--- config.mk ---
export PLATFORM = sky130hd
export DESIGN_NAME = pwm_gen_multi
export DESIGN_NICKNAME = d
export VERILOG_FILES = /design/src/rtl/pwm_gen_multi.sv
export SDC_FILE = /design/constraint.sdc
export NUM_CORES = 1
export LEC_CHECK = 0
export CORE_MARGIN = 1
export CORE_UTILIZATION = 51
export DETAILED_ROUTE_END_ITERATION = 8
export GPL_TIMING_DRIVEN = 0
export PLACE_DENSITY = 0.69
export SLEW_MARGIN = 20
export SYNTH_ARGS = -nofsm -noshare
export SYNTH_HDL_FRONTEND = slang
export SYNTH_SLANG_ARGS = --single-unit
--- constraint.sdc ---
create_clock -name clk -period 29.3 [get_ports clk]
set_input_delay 5.86 -clock clk [delete_from_list [all_inputs] [get_ports clk]]
set_output_delay 5.86 -clock clk [all_outputs]
set_load 0.01 [all_outputs]
--- src/rtl/pwm_gen_multi.sv ---
// Multi-channel PWM generator: one shared period counter, shadowed per-channel
// duty thresholds, optional phase interleave and per-channel output inversion.
//   clk, rst            : clock, synchronous active-high reset
//   en                  : global enable (idle outputs sit at inv level)
//   phase_en            : stagger channel k by k*(PERIOD/CHANNELS) clocks
//   duty_cycle[8k+:8]   : channel k duty in percent, >100 clamps to 100
//   inv[k]              : invert channel k
//   pwm_out[k]          : registered PWM outputs
//   period_tick         : one-clock pulse marking the end of each period
module pwm_gen_multi #(
    parameter int CLK_FREQ = 50_000_000,
    parameter int PWM_FREQ = 1000,
    parameter int CHANNELS = 4
) (
    input  logic                    clk,
    input  logic                    rst,
    input  logic                    en,
    input  logic                    phase_en,
    input  logic [8*CHANNELS-1:0]   duty_cycle,
    input  logic [CHANNELS-1:0]     inv,
    output logic [CHANNELS-1:0]     pwm_out,
    output logic                    period_tick
);

    localparam int PERIOD = CLK_FREQ / PWM_FREQ;
    localparam int CW     = (PERIOD > 1) ? $clog2(PERIOD) : 1;
    // thresholds must hold PERIOD itself (duty 100)
    localparam int TW     = $clog2(PERIOD + 1);
    // local count before wrap can reach 2*PERIOD-2
    localparam int LW     = TW + 1;
    localparam int MW     = $clog2(100 * PERIOD + 1);
    localparam int STEP   = PERIOD / CHANNELS;
    localparam logic [CW-1:0] LAST = CW'(PERIOD - 1);

    generate
        if (PERIOD < CHANNELS || PERIOD < 2 || CHANNELS < 1 || CHANNELS > 16) begin : g_bad_cfg
            $error("pwm_gen_multi: PERIOD must be >= 2 and >= CHANNELS, CHANNELS 1..16");
        end
    endgenerate

    logic [CW-1:0] r_cnt;
    // the shadowed duty is kept directly in period units
    logic [TW-1:0] r_thr [CHANNELS];
    logic          r_ph;

    logic          w_last;
    logic          w_load;
    logic [6:0]    w_dcl   [CHANNELS];
    logic [MW-1:0] w_prod  [CHANNELS];
    logic [TW-1:0] w_thr_nx[CHANNELS];
    logic [LW-1:0] w_sum   [CHANNELS];
    logic [LW-1:0] w_lc    [CHANNELS];
    logic [CHANNELS-1:0] w_act;

    always_comb begin
        w_last = (r_cnt == LAST);
        // while disabled the shadows track the inputs so a restart is fresh
        w_load = !en || w_last;
        w_act  = '0;
        for (int k = 0; k < CHANNELS; k++) begin
            w_dcl[k]    = (duty_cycle[8*k +: 8] > 8'd100) ? 7'd100 : duty_cycle[8*k +: 7];
            w_prod[k]   = MW'(w_dcl[k]) * MW'(PERIOD);
            w_thr_nx[k] = TW'(w_prod[k] / MW'(100));
            w_sum[k]    = LW'(r_cnt) + LW'(k * STEP);
            // offset < PERIOD, so a single conditional subtract is the modulo
            w_lc[k]     = (w_sum[k] >= LW'(PERIOD)) ? (w_sum[k] - LW'(PERIOD)) : w_sum[k];
            if (!r_ph) begin
                w_lc[k] = LW'(r_cnt);
            end
            w_act[k]    = (w_lc[k] < LW'(r_thr[k]));
        end
    end

    always_ff @(posedge clk) begin
        if (rst) begin
            r_cnt       <= '0;
            r_ph        <= 1'b0;
            pwm_out     <= '0;
            period_tick <= 1'b0;
            for (int k = 0; k < CHANNELS; k++) begin
                r_thr[k] <= '0;
            end
        end else begin
            if (!en) begin
                r_cnt       <= '0;
                period_tick <= 1'b0;
            end else begin
                r_cnt       <= w_last ? '0 : (r_cnt + CW'(1));
                period_tick <= w_last;
            end
            if (w_load) begin
                r_ph <= phase_en;
                for (int k = 0; k < CHANNELS; k++) begin
                    r_thr[k] <= w_thr_nx[k];
                end
            end
            pwm_out <= ({CHANNELS{en}} & w_act) ^ inv;
        end
    end

endmodule

==> results of run 1 <==
-- kinds of logic after synthesis --
logic type / count (synthesis)
muxes: 94
adders and majority gates: 333
and+or+nand+nor: 1345
buffers and inverters: 305
xor gates and xnor gates: 219
DFF: 86
AOI/OAI and AO/OA: 1370
-- cell usage after synthesis, types with 16 or more instances --
cell type	instances
a21o_1	60
a21oi_1	272
o211ai_1	64
nor2_1	339
edfxtp_1	64
or2_2	47
a31oi_1	67
clkbuf_1	78
nand2_1	294
inv_1	163
o31ai_1	38
nand4_1	32
o21ai_1	25
dfxtp_1	22
xnor2_1	150
or3_1	42
and2_1	64
o21ai_0	232
a311oi_1	20
ha_1	293
nand3_1	122
fa_1	25
nor2b_1	46
buf_2	21
o21a_1	57
nor4_1	40
o22ai_1	45
mux2_2	33
buf_4	18
mux2i_1	58
nand2b_1	62
xor2_1	66
a211oi_1	56
a21boi_0	21
a31o_2	19
o31a_1	17
a211o_1	30
and3_1	49
o211a_1	16
o21bai_1	17
a2111oi_0	18
nor3_1	116
o2111ai_1	19
-- cells in the final DEF (no fill, tap or decap), drive strengths merged, types with 25 or more instances in the layout --
master	instances
edfxtp	64
o211ai	67
xor2	67
clkdlybuf4s50	44
a21o	61
nor4	43
and3	49
mux2	33
or2	52
o31ai	43
and2	64
ha	293
a21boi	29
a211o	30
nand4	32
fa	25
a211oi	71
o22ai	46
or3	42
nor3	120
nand2b	62
inv	168
a21oi	275
clkbuf	92
o21a	58
nand2	295
buf	50
nor2b	46
a31oi	74
nand3	124
nor2	343
xnor2	152
o21ai	262
mux2i	61
a2111oi	25
-- metrics by stage --
step	worst slack [ns]	util (%)	std cells	hold WS, ns	cell area, um2
after floorplan	8.89	-	3752	0.453	27400
after global placement	5.99	54.4	4484	0.486	28700
after detailed placement	5.99	54.4	4485	0.495	28800
after CTS	6.35	54.9	4501	0.511	29000
after global routing	4.67	54.9	4502	0.541	29000
final	6.17	54.9	4502	0.506	29000
-- flip-flops by register name, indices dropped and copies added (netlist names) --
register / count
r_ph: 1
pwm_out: 4
period_tick: 1
r_thr: 64
r_cnt: 16
-- routing by layer --
layer	vias up	wire length, um	global-route usage, %
met1	13700	36700	38.2
met3	113	4180	2.55
li1	14500	-	-
met2	957	34200	44.7
met4	0	1310	5.56
met5	-	0	0
-- final timing paths --
kind | end | slack (ns) | depth (start not counted)
setup / recovery | r_thr[1][0] | 6.17 | 61
hold / removal | r_cnt[0] | 0.51 | 1
setup reg to reg | pwm_out[3] | 21.88 | 36
hold reg to reg | r_cnt[0] | 0.51 | 1
-- worst reg2reg max path: cells and delay by family (launching register included) --
family                   cells  cell delay [ns]
AO/OA/AOI/OAI               13             2.47
XOR/XNOR                     3             0.53
adder cells (fa/ha/maj)      2             0.67
buffers and inverters        3             1.35
flip-flops                   1             0.42
AND/OR/NAND/NOR             15             1.88
-- layout make-up --
cell class,count,area [um2]
fill,5206,23800
multi-input combinational,3361,23800
sequential,86,2360
tap,688,861
buffer,135,663
inverter,170,641
timing repair buffer,45,460
clock buffer,9,225
clock inverter,7,56.3
antenna,1,2.50
==> impl_results.md, run 1 <==
* Vias per inst at 6.51
* Vias in the first global route at 26.3k
* Post-Synth Simple-Gate Area at around a quarter
* Most frequent CP cell: ha_1
* Gate Count Post-Synth at 3,752
* TritonCTS buffer count at 9
* Post-synth top area cell: ha_1
* Ys flop type: edfxtp_1
* Post-synthesis compound-gate area fraction at 35.6%
* All-Layer GR Usage at 27.1%
* Leading post-synthesis cells by cell area: ha_1 13%, edfxtp_1 7.0%, a21oi_1 5.0%, xnor2_1 4.8%, nor2_1 4.6%
* Slowest stage cell, crit path: o31ai_1
* Max Fclk at 0.0432 GHz
* Num ports at 45
* Run status: finished, violations left
* Initial antenna violation count at 1
* Root Buffer: clkbuf_16
* Share of layout cells above drive strength 1 at 7.08%
* Grt ovf at 0
* Min-delay src: r_cnt[0]
* Clk_skew at between 0.01 and 0.015 ns
* Post-synthesis sequential area ratio at 8.61%
* Die X-Extent at approximately 230 um
* Area Growth Syn to Fin at 5.90%
* Iteration count of the initial detailed-routing pass at 8
* Period utilization at 78.9%
* Unrepaired setup endpoints after global routing: no
* Num rows at 84
* Gpl congestion at between 0.9 and 1
* Post-Synth XOR/XNOR Area at just over 7%
* Top delay family on crit path: compound AO/OA/AOI/OAI gates
* Endpoints failing setup at 0
* Worst path max stage delay at just over 0.6 ns
* Post-synth EDFFs at 64
* Syn nets at just over 4k
* Violated checks: DRC
* Post-synthesis async set-or-reset flop share at 0%
* First-pass GRT wire length at around 130 mm
* Synth unique cells at 142
* Full die area at 54,700 um2
* CTS Buffer Depth at 2
* DRC Markers at 6
* Proportion of synthesized area in mux cells at 3.65%
* Critical path data arrival time at 23.23 ns
* #FFs+latches synth at 86
* Clk slew on worst S/H paths at 0.07 ns
* Largest family of logic cells by synthesized area: compound AO/OA/AOI/OAI gates
* Wire length per cell at ~17 um
* Yosys Warn Count at 0
* Total Nets Final at 4,166
* Crit. Startpoint: duty_cycle[8]
* Cell Area, Synth at between 20,000 and 30,000 um2
* Starting DRC count in detailed routing at 2,364
* Setup Buffers After CTS at 0
* Total negative slack at 0 ns
* Largest fanout on the critical path at 11
* H-Tree Depth at 3
* Core Area at 52,900 um2
* Worst slew pin tran at roughly 1 ns
* Post-Route WL at 76.4 mm
* Post-synthesis adder-cell area fraction at 15.7%
* Critical Path RT at 29.40 ns
* Max_cap viols at 0
* DR vias at 29.3k
* Starting Density at just over 50%
* TritonCTS clock tree: yes
* Post-CTS resize count at 0
* Reg-to-Reg Start: r_cnt[4]
* Clk Latency, worst-skew pair at 0.37 ns
* Post-CTS Hold Buffers at 0
* Worst Path Buf+Inv at 7
* Period minus WS final at between 20 and 25 ns
* Final ANT Viol Nets at 0
* Clock sinks at 86
* Max-slew violations at 0
* Crit. End Element: register
* Number of I/O port buffers at between 40 and 50
* HPWL reported at the end of detailed placement at approximately 60 mm
* Setup CP Type: input pin to register
* HP Class: register to register
* Setup crit start kind: input pin
* Final hold violations at 0
* Slew margin rel. at 33.0%
* Pin count of the biggest net entering global routing at 44
* Die H at 234 um
* Post-Syn Area per Cell at 7.31 um2
* Synth top area share at a little over an eighth
Power of run 1 is left out: the tool's default activity adds up to more than one toggle a clock period on the data nets, which glitch-free logic cannot reach.
==> run 2: changes to the inputs <==
PLACE_DENSITY = 0.72   (was 0.69)
clock period = 19.55 ns   (was 29.3 ns; I/O delays follow)
==> impl_results.md, run 2 (synthesis gave the netlist of run 1 again) <==
* HPWL reported at the end of detailed placement at 59.2 mm (-0.81%)
* Clk_skew at 0.0134 ns (+0.00312 ns)
* H-Tree Depth at 3 (unchanged)
* HP Class: register to register
* Critical path data arrival time at 19.10 ns (-4.13 ns)
* Final ANT Viol Nets at 0 (unchanged)
* Reg with most FFs: r_thr
* Fin Hold WS at 0.532 ns (+0.0255 ns)
* Reg area at 2360 um2 (unchanged)
* Iteration count of the initial detailed-routing pass at 8 (unchanged)
* Pin count of the biggest net entering global routing at 40 (-9.1%)
* Vias per inst at 6.57 (+0.81%)
* Critical Path RT at 19.59 ns (-9.81 ns)
* Largest register FFs at 64 (unchanged)
* Violated checks: DRC
* Grt ovf at 0 (unchanged)
* DR vias at 30.1k (+2.6%)
* Starting DRC count in detailed routing at 2,717 (+15%)
* Die X-Extent at 234 um (unchanged)
* Reg-to-reg slack, setup at 11.90 ns (-9.98 ns)
* TritonCTS buffer count at 9 (unchanged)
* Root Buffer: clkbuf_16
* DRC Markers at 4 (-2)
* First-pass GRT wire length at 128 mm (+0.60%)
* All-Layer GR Usage at 27.3% (+0.13 points)
* Post-CTS Hold Buffers at 0 (unchanged)
* Vias in the first global route at 26.4k (+0.72%)
* Crit. End Element: register
* Total Nets Final at 4,248 (+2.0%)
* Clock sinks at 86 (unchanged)
* Placed instance area at 28,800 um2 (unchanged)
* Most common cell after layout, fill and taps aside: nor2_1
* Most frequent cells in the layout: 323 x nor2_1, 292 x nand2_1, 292 x ha_1
* Max_cap viols at 0 (unchanged)
* Area Growth Syn to Fin at 15.2%
* Period utilization at 97.5%
* Setup CP Type: input pin to register
* Hold Crit Endpoint: r_cnt[0]
* Ant diodes at 0 (-1)
* Share of layout cells above drive strength 1 at 15.4% (+8.3 points)
* Starting Density at 51.9% (unchanged)
* Max-slew violations at 0 (unchanged)
* Core Util, Final at 59.8% (+4.8 points)
* Min-delay src: r_cnt[0]
* Number of I/O port buffers at 44 (unchanged)
* Num ports at 45 (unchanged)
* Wire length per cell at 17.6 um (+3.6%)
* Clk Latency, worst-skew pair at 0.36 ns (about the same)
* Top Registers: r_thr x64, r_cnt x16, pwm_out x4
* Endpoints failing setup at 0 (unchanged)
* Initial antenna violation count at 0 (-1)
* Most frequent CP cell: ha_1
* Setup crit start kind: input pin
* Max Fclk at 0.0525 GHz
* Slew margin rel. at 22.5% (-10 points)
* Num rows at 84 (unchanged)
* Gpl congestion at 0.975 (-0.68%)
* TritonCTS clock tree: yes
* Slowest stage cell, crit path: a2111oi_1
* R2r worst-path depth at 36 (unchanged)
* Reg-to-Reg Start: r_cnt[4]
* Area occupied by multi-input gates at 25,600 um2 (+7.7%)
* Clk slew on worst S/H paths at 0.07 ns (about the same)
* Post-Route WL at 80.6 mm (+5.4%)
* Period minus WS final at roughly 19 ns
* Die H at 234 um (unchanged)
* Reg-to-Reg End: pwm_out[3]
* Final hold violations at 0 (unchanged)
* Full die area at 54,700 um2 (unchanged)
* Setup slack after layout at 0.488 ns (-5.68 ns)
* Worst path max stage delay at 0.52 ns (-0.10 ns)
* CTS Buffer Depth at 2 (unchanged)
* Largest fanout on the critical path at 8 (-3)
* Design area at 31,600 um2 (+8.7%)
* Core Area at 52,900 um2 (unchanged)
* Worst slew pin tran at 1.16 ns (+0.170 ns)
* Run status: finished, violations left
* # fillers at 4,853 (-6.8%)
* Pre-CTS setup slack at -1.95 ns (-7.95 ns)
* Hold path depth at 1 (unchanged)
run 2: cell types whose count changed in the layout (fill, tap and decap cells not counted), sizes merged:
cell      previous run  this run
bufinv               0         3
inv                168       170
buf                 50       134
o32ai               16        17
clkinv               8         4
diode                1         0
clkbuf              92        89
clkinvlp             1         0
run 2: what timing repair did:
action | 4_1_cts | 5_1_grt
resized for setup | 87 | 273
gates cloned | 0 | 1
setup endpoints to repair | 9 | 9
pin swaps | 14 | 54
buffers inserted | 22 | 65
run 2: worst max path at each step:
stage / startpoint / to / slack (ns) / cells past startpoint
finish: duty_cycle[8] / r_thr[1][0] / 0.49 / 60
global route: duty_cycle[8] / r_thr[1][0] / -0.27 / 60
CTS: duty_cycle[17] / r_thr[2][0] / 0.03 / 59
detailed placement: duty_cycle[8] / r_thr[1][0] / -1.95 / 59
global placement: duty_cycle[8] / r_thr[1][0] / -1.85 / 59
floorplan: duty_cycle[8] / r_thr[1][0] / 1.09 / 55
run 2: worst max-delay path, delay by kind of cell:
kind                     cells  cell delay, ns
AO/OA/AOI/OAI               24            6.13
AND/OR/NAND/NOR             18            4.31
adder cells (fa/ha/maj)      7            2.04
buffers and inverters        5            1.12
multiplexers                 2            0.77
XOR/XNOR                     4            0.75
run 2: metrics by stage:
step | TNS, ns | instances
after floorplan | 0 | 3752
after global placement | -11.09 | 4484
after detailed placement | -11.52 | 4485
after CTS | 0 | 4522
after global routing | -0.574 | 4583
final | 0 | 4583
run 2: per-layer routing:
layer	global-route usage, %	part of all wire, %	routed length, um	vias up
li1	-	-	-	14700
met1	37.9	46	37100	14200
met2	45.6	46	37400	1097
met3	2.20	5.5	4460	145
met4	6.15	2.1	1670	0
met5	0	0	0	-
run 2: layout make-up:
class / instances / area share [%]
Clock inverter: 7 / 0.396
Timing Repair Buffer: 132 / 3.53
Buffer: 129 / 2.07
Clock buffer: 9 / 0.713
Tap cell: 688 / 2.73
Inverter: 170 / 2.04
Multi-Input combinational cell: 3362 / 81.1
Sequential cell: 86 / 7.48
Power of run 2 is left out for the same reason.
